[config.mk]
export PLATFORM = sky130hd
export DESIGN_NAME = srl_64b_iter
export DESIGN_NICKNAME = d
export VERILOG_FILES = /design/src/rtl/shift_pkg.sv /design/src/rtl/srl_stage.sv /design/src/rtl/srl_64b_iter.sv
export SDC_FILE = /design/constraint.sdc
export NUM_CORES = 1
export LEC_CHECK = 0
export CAP_MARGIN = 20
export CORE_ASPECT_RATIO = 0.6
export CORE_MARGIN = 1.5
export CORE_UTILIZATION = 39
export CTS_CLUSTER_SIZE = 30
export DETAILED_ROUTE_END_ITERATION = 12
export PLACE_DENSITY_LB_ADDON = 0.25
export SLEW_MARGIN = 25
export SYNTH_ARGS = -nofsm -noshare
export SYNTH_HDL_FRONTEND = slang
export SYNTH_SLANG_ARGS = --single-unit
[constraint.sdc]
create_clock -name clk_i -period 7.21 [get_ports clk_i]
set_input_delay 1.442 -clock clk_i [delete_from_list [all_inputs] [get_ports clk_i]]
set_output_delay 1.442 -clock clk_i [all_outputs]
set_load 0.01 [all_outputs]
[src/rtl/shift_pkg.sv]
// Shared definitions for the iterative 64-bit shifters (left and right).
// Latency: n/a (types, constants and a constant function only).
// Backpressure: n/a.
package shift_pkg;

  localparam int DATA_W  = 64;
  localparam int SHIFT_W = 6;

  typedef enum logic {
    IDLE = 1'b0,
    RUN  = 1'b1
  } shift_state_t;

  // Cycles per operation: six binary-weighted stages split into groups of step_bits.
  function automatic int calc_lat(input int step_bits);
    return SHIFT_W / step_bits;
  endfunction

endpackage

[src/rtl/srl_stage.sv]
// Single right-shift stage: shifts by 2**K when enabled, vacated MSBs take the fill bit.
// Latency: purely combinational.
// Backpressure: none.
// Ports: i_data operand, i_en stage enable (shift bit K), i_fill fill bit, o_data result.
module srl_stage
  import shift_pkg::*;
#(
  parameter int K = 0
) (
  input  logic [DATA_W-1:0] i_data,
  input  logic              i_en,
  input  logic              i_fill,
  output logic [DATA_W-1:0] o_data
);

  localparam int SH = 1 << K;

  always_comb begin
    o_data = i_data;
    if (i_en) begin
      o_data = {{SH{i_fill}}, i_data[DATA_W-1:SH]};
    end
  end

endmodule

[src/rtl/srl_64b_iter.sv]
// Iterative 64-bit logical/arithmetic right shifter, STEP_BITS stages applied per cycle.
// Latency: 6/STEP_BITS cycles from accepted init_i to the done_o pulse; one op per latency.
// Backpressure: init_i is ignored (not queued) while busy_o is high.
// Ports: clk_i, rst_i (sync, active-high); init_i start; arith_i arithmetic mode;
//        shift_i amount; data_i operand; busy_o in progress; done_o completion pulse;
//        data_o result, held until the next completion.
module srl_64b_iter
  import shift_pkg::*;
#(
  parameter int   STEP_BITS = 6,
  parameter logic ARITH_EN  = 1'b1
) (
  input  logic               clk_i,
  input  logic               rst_i,
  input  logic               init_i,
  input  logic               arith_i,
  input  logic [SHIFT_W-1:0] shift_i,
  input  logic [DATA_W-1:0]  data_i,
  output logic               busy_o,
  output logic               done_o,
  output logic [DATA_W-1:0]  data_o
);

  localparam int L = calc_lat(STEP_BITS);

  if (!(STEP_BITS == 1 || STEP_BITS == 2 || STEP_BITS == 3 || STEP_BITS == 6)) begin : g_bad_step
    $error("srl_64b_iter: STEP_BITS must be 1, 2, 3 or 6");
  end

  shift_state_t       r_state;
  logic [2:0]         r_cnt;
  logic [SHIFT_W-1:0] r_shift;
  logic               r_fill;
  logic [DATA_W-1:0]  r_work;
  logic [DATA_W-1:0]  r_data;
  logic               r_done;

  logic               w_idle;
  logic               w_last;
  logic [2:0]         w_grp;
  logic [SHIFT_W-1:0] w_shamt;
  logic               w_fill;
  logic [DATA_W-1:0]  w_src;
  logic [DATA_W-1:0]  w_next;
  logic [DATA_W-1:0]  w_grp_out [L];

  // In IDLE the datapath works straight off the inputs so group 0 is applied
  // in the acceptance cycle; in RUN it works off the captured operands.
  assign w_idle  = (r_state == IDLE);
  assign w_grp   = w_idle ? 3'd0 : r_cnt;
  assign w_shamt = w_idle ? shift_i : r_shift;
  assign w_fill  = w_idle ? (ARITH_EN & arith_i & data_i[DATA_W-1]) : r_fill;
  assign w_src   = w_idle ? data_i : r_work;
  assign w_last  = (w_grp == 3'(L - 1));

  // Each stage exists once; group g chains stages g*STEP_BITS .. g*STEP_BITS+STEP_BITS-1.
  for (genvar g = 0; g < L; g++) begin : g_grp
    logic [DATA_W-1:0] w_chain [STEP_BITS+1];
    assign w_chain[0] = w_src;
    for (genvar j = 0; j < STEP_BITS; j++) begin : g_stage
      srl_stage #(
        .K(g * STEP_BITS + j)
      ) u_stage (
        .i_data(w_chain[j]),
        .i_en  (w_shamt[g * STEP_BITS + j]),
        .i_fill(w_fill),
        .o_data(w_chain[j+1])
      );
    end
    assign w_grp_out[g] = w_chain[STEP_BITS];
  end

  always_comb begin
    w_next = w_grp_out[0];
    for (int g = 0; g < L; g++) begin
      if (w_grp == 3'(g)) begin
        w_next = w_grp_out[g];
      end
    end
  end

  always_ff @(posedge clk_i) begin
    if (rst_i) begin
      r_state <= IDLE;
      r_cnt   <= 3'd0;
      r_shift <= '0;
      r_fill  <= 1'b0;
      r_work  <= '0;
      r_data  <= '0;
      r_done  <= 1'b0;
    end else begin
      r_done <= 1'b0;
      case (r_state)
        IDLE: begin
          if (init_i) begin
            r_shift <= shift_i;
            r_fill  <= w_fill;
            if (w_last) begin
              // Single-cycle configuration: finish without entering RUN.
              r_data <= w_next;
              r_done <= 1'b1;
            end else begin
              r_work  <= w_next;
              r_cnt   <= 3'd1;
              r_state <= RUN;
            end
          end
        end
        RUN: begin
          if (w_last) begin
            r_data  <= w_next;
            r_done  <= 1'b1;
            r_cnt   <= 3'd0;
            r_state <= IDLE;
          end else begin
            r_work <= w_next;
            r_cnt  <= r_cnt + 3'd1;
          end
        end
        default: r_state <= IDLE;
      endcase
    end
  end

  assign busy_o = (r_state == RUN);
  assign done_o = r_done;
  assign data_o = r_data;

endmodule

-- Yosys cells after proc, flatten, opt, wreduce, memory -nomap -nowiden
Cells that the tools add are included.
- $add $sub $neg: 1
- equality and inequality tests: 2
- muxes and demuxes: 26
- bitwise operators: 2
- reduce and logical (&&, ||, !) cells: 3
- operators with widths (cell ; number):
    64-bit two-way mux ; 11
    64-bit one-hot mux with 2 select lines ; 2
    3-bit two-way mux ; 4
    6-bit two-way mux ; 1
    3-bit one-hot mux with 2 select lines ; 1
    1-bit two-way mux ; 5
    2-bit inequality test, second input constant ; 2
    1-bit one-hot mux with 2 select lines ; 2
    2-bit AND reduction ; 2
    3-bit by 1-bit adder with 3-bit output, second input constant ; 1
    3-bit logical NOT ; 1
    1-bit bitwise AND ; 1
    1-bit inverter ; 1
- flip-flop bits (word level): 140
- input bits: 74
- output and inout bits: 66
- word-level logic and storage cells: 41

-- Logic depth before layout (Yosys ltp)
- word-level depth: 11
- depth in mapped cells: 13
- gate-level depth less buffers: 8

-- Cells and area by module
A second synthesis with hierarchy kept.
- cell total of the unflattened synthesis: 1113
- area total of the unflattened synthesis: 12877.4 µm²
- by module, submodules not included (module ; instances ; cells each ; area an instance (µm²) ; seq. area each (µm²)):
    srl_64b_iter ; 1 ; 683 ; 6397.4 ; 2802.7
    srl_stage at g_grp[0].g_stage[0].u_stage ... ; 4 ; 71 ; 1077.3 ; 0.0
    srl_stage at g_grp[0].g_stage[5].u_stage ; 1 ; 74 ; 1088.5 ; 0.0
    srl_stage at g_grp[0].g_stage[4].u_stage ; 1 ; 72 ; 1082.3 ; 0.0

-- Least setup slack after synthesis
Ideal clock, no wire load.
- path kind: input to register
- from: input shift_i[0]
- to: register r_data[34], in the netlist data_o[34]
- setup time: 0.128 ns
- arrival time: 3.439 ns
- data required time: 7.082 ns
- setup slack: 3.644 ns
- stages: 10
- path buffers: 2
- path through: buf_4 > buf_2 > mux4_2 > a22o_1 > a221oi_1 > a21oi_1 > a22oi_1 > nand2_1 > a22oi_1 > nor2_1
- cells in the longest elaborated chain, start to end: 10
- ends and longest elaborated chain (item ; line ; RTL):
    start, declared ; srl_64b_iter.sv:17 ; input logic [SHIFT_W-1:0] shift_i,
    6-bit two-way mux * ; srl_64b_iter.sv:51 ; assign w_shamt = w_idle ? shift_i : r_shift;
    64-bit two-way mux * (6 in a row) ; srl_stage.sv:20 ; if (i_en) begin
    64-bit two-way mux * ; srl_64b_iter.sv:98, srl_64b_iter.sv:110 ;
    64-bit two-way mux ; srl_64b_iter.sv:95 ; if (init_i) begin
    64-bit one-hot mux with 2 select lines * ; srl_64b_iter.sv:93 ; case (r_state)
    end signal, assigned ; srl_64b_iter.sv:100 ; r_data <= w_next;
    end signal, assigned ; srl_64b_iter.sv:111 ; r_data <= w_next;
    end, declared ; srl_64b_iter.sv:35 ; logic [DATA_W-1:0] r_data;
Mark *: on every way between the ends. The rest lies on a longest branch, timed or not. The select of a mux whose other input is x is not followed.
A chain may end at the register's enable or synchronous reset.

-- Final worst setup path
- from: input shift_i[1]
- to: register r_data[17], in the netlist data_o[17]
- cells in the longest elaborated chain, start to end: 9
- ends and longest elaborated chain (item ; line):
    6-bit two-way mux * ; srl_64b_iter.sv:51
    64-bit two-way mux * (5 in a row) ; srl_stage.sv:20
    64-bit two-way mux * ; srl_64b_iter.sv:98, srl_64b_iter.sv:110
    64-bit two-way mux ; srl_64b_iter.sv:95
    64-bit one-hot mux with 2 select lines * ; srl_64b_iter.sv:93
Marked as above.

==> impl_results.md <==
* Multi-input gate area at approximately 8800 um^2
* Sequential-to-total area share from yosys stat at 0.227
* Setup_tns at 0 ns
* Endpoints failing hold at 0
* CP top delay family: compound AO/OA/AOI/OAI gates
* CTS Buf Count at 17
* WL per Instance at between 30 and 40 um
* Status: complete, no violations
* Die area at ~33000 um^2
* Tmin final at between 5 and 6 ns
* Syn Area/Cell at ~8 um^2
* Compound-Gate Fraction of Synth Area at 0.243
* Synth area leader: dfxtp_1
* CTS tree: done
* RSZ-0062 raised after global routing: false
* Actual slew at the worst max-slew pin at about 1.2 ns
* Post-synthesis cell type count at 69
* Final HPWL DP at 47.5 mm
* Worst path slowest cell: clkdlybuf4s50_1
* Dpl cells at roughly 2000
* Final nets at roughly 1700
* Global-route wire length before repair at around 90 mm
* Vias in the first global route at between 10000 and 15000
* Clk_lat worst skew at between 0.4 and 0.5 ns
* Die Wd at approximately 230 um
* Max-cap viol count at 0
* PnR worst setup slack at around 1.8 ns
* Worst hold-check path type: flop to flop
* Slew HR at 0.206
* Core Region at 31200 um^2
* Fmax at 186 MHz
* Largest cells by area after synthesis: dfxtp_1, mux2i_1, mux4_2
* Post-Synth XOR/XNOR Area at 0
* Detailed-route via count at ~14000
* Post-CTS Setup Bufs at 0
* # rows at 50
* Highest Signal Layer: met5
* Post-synthesis register bit count at 140
* Synth Area in Adders at 0.00101
* Post_cts resized at 0
* Area share of the leading cell type in the synthesized netlist at 0.227
* Static Leak at 5.18 nW
* Synth Instances at roughly 1500
* Number of vias per cell at ~6.7
* GRT Util Overall at 0.378
* RD Place Congestion at 1.06
* Critical Path Max Stage Delay at 0.98 ns
* Max H-tree Level at 4
* Met2 wire len at between 20 and 30 mm
* DRT Wirelength at 62.1 mm
* Initial antenna violation count at 3
* Simple-gate area share of the yosys netlist at 0.183
* Synth Net Count at 1623
* Root buffer cell: clkbuf_16
* Die H at between 100 and 150 um
* CTS Buffer Depth at 2
* Sink Count at 140
* Grt total ovfl at 0
* Fin crit share at 0.744
* Ports at 140
* Met3 WL post-DR at 7.89 mm
* Crit. End Element: flop
* Largest family of logic cells by synthesized area: multiplexers
* Fillers at slightly above 3000
* CP Max Fanout at 24
* Antenna viol nets, final at 0
* Clock transition at path regs at around 0.070 ns
* Worst path cell trace: clkdlybuf4s50_1 -> or2_2 -> o22ai_1 -> a211o_1 -> o211ai_1 -> mux2i_1 -> a21boi_0 -> a31oi_1 -> o21ai_0
* Pin count of the biggest net entering global routing at 83
* Worst EP arrival at between 5 and 6 ns
* Worst Setup Slack post-DPL at around 1.7 ns
* Main synth FF type: dfxtp_1
* CTS Hold Buffers Added at 0
* Drt first pass iters at 6
* Post-synthesis mux area share at 0.281
* Fin cells at between 2000 and 2500
* Final Slew Violations at 0
* Yosys warning count at 0
* Area grow syn2layout at 17.9%
* Crit path buf inv count at 1
* Layout cells sized above 1 at 0.131
* Synth Cell Area at between 10000 and 15000 um^2
* Worst R2R Setup Slack at roughly 2.8 ns
* Number of buffers added on ports at 139
* Peak supply drop at 136 uV
* DR iter-0 viols at between 1500 and 2000
* Storage cell area at about 2800 um^2
* DRT met1 WL at between 20 and 30 mm
* Clock skew at ~0.016 ns
* Ys async rst share at 0
* Residual DRC at 0
* CP Class: input pin to flop
* Crit start category: input pin
* Power per Cell Area at 176 nW/um^2
* Initial Utilization at 0.397
* CP required at 7.57 ns
* Final Setup Violations at 0
* EDFF count, synth at 0
[cells in the mapped netlist, types with 6 or more instances]
| cell type | n |
|---|---|
| nor2_1 | 206 |
| nand2_1 | 168 |
| mux2i_1 | 157 |
| dfxtp_1 | 140 |
| a21oi_1 | 115 |
| o21ai_0 | 77 |
| clkbuf_1 | 60 |
| a211oi_1 | 59 |
| o22ai_1 | 59 |
| mux4_2 | 56 |
| mux2_2 | 52 |
| nor3_1 | 51 |
| buf_2 | 44 |
| o211ai_1 | 28 |
| nand3_1 | 24 |
| a22oi_1 | 21 |
| nand3b_1 | 19 |
| buf_4 | 17 |
| a311oi_1 | 15 |
| buf_1 | 15 |
| nand2b_1 | 12 |
| a31oi_1 | 10 |
| buf_6 | 10 |
| inv_1 | 10 |
| nor2b_1 | 10 |
| a221oi_1 | 7 |
| and2_1 | 7 |
| nor3b_1 | 7 |
| a22o_1 | 6 |
| o21a_1 | 6 |
| o31ai_1 | 6 |
[kinds of logic (layout without fill, tap and decap cells)]
kind of cell             count (synthesis)  count (layout)
AND/OR/NAND/NOR                        520             520
AO/OA/AOI/OAI                          459             459
multiplexers                           268             268
buffers and inverters                  160             227
flip-flops                             140             140
adder cells (fa/ha/maj)                  1               1
other                                    0               1
[through the flow]
step           power (W)  area [um^2]  hold slack, ns   util
4_1_cts          0.00254        14500           0.456  0.466
5_1_grt          0.00264        14600           0.480  0.467
2_1_floorplan    0.00127        12400           0.436      -
3_3_place_gp     0.00159        13900           0.446  0.446
3_5_place_dp     0.00159        13900           0.447  0.446
6_report         0.00256        14600           0.452  0.467
[cell usage in the layout, fill, tap and decap left out, drive strengths merged, types with 17 or more instances in the layout]
master         count
a211oi            59
a21oi            115
a22oi             21
buf               45
clkbuf            19
clkdlybuf4s50    137
dfxtp            140
inv               17
mux2              53
mux2i            159
mux4              56
nand2            168
nand3             24
nand3b            19
nor2             207
nor3              52
o211ai            28
o21ai             78
o22ai             59
[worst paths after layout]
kind / from / endpoint / depth (start not counted)
max: shift_i[1] / data_o[17] / 9
min: data_o[59] / data_o[59] / 2
min reg2reg: data_o[59] / data_o[59] / 2
max reg2reg: busy_o / data_o[30] / 9
[layout make-up]
| cell class | instances | share of cell area |
|---|---|---|
| flip-flops and latches | 140 | 0.193 |
| multi-input cells | 1248 | 0.606 |
| well taps | 416 | 0.0357 |
| inverters | 13 | 0.00335 |
| clock buffers | 19 | 0.0311 |
| diodes | 1 | 0.000172 |
| clock inverters | 13 | 0.0123 |
| repair buffers | 182 | 0.119 |
[worst min-delay path: stages (launching register included)]
cell     delay (ns)
dfxtp_1        0.31
nand2_1        0.05
a21oi_1        0.05
[state kept, by name, summed over array words and instances, names as in the netlist]
name	count
r_work	64
r_cnt	3
busy_o	1
r_fill	1
r_shift	6
done_o	1
data_o	64
[layer usage]
metal | global-route usage | vias up
li1 | - | 5950
met1 | 0.525 | 6646
met2 | 0.555 | 869
met3 | 0.129 | 111
met4 | 0.0968 | 4
met5 | 0.0283 | -
[report_power, final]
group          internal, W  switching (W)  total (W)
combinational     0.000285       0.000491   0.000775
sequential        0.000804      0.0000261   0.000830
clock             0.000572       0.000387   0.000959
total              0.00166       0.000904    0.00256
Power figures use the tool's default switching activity.
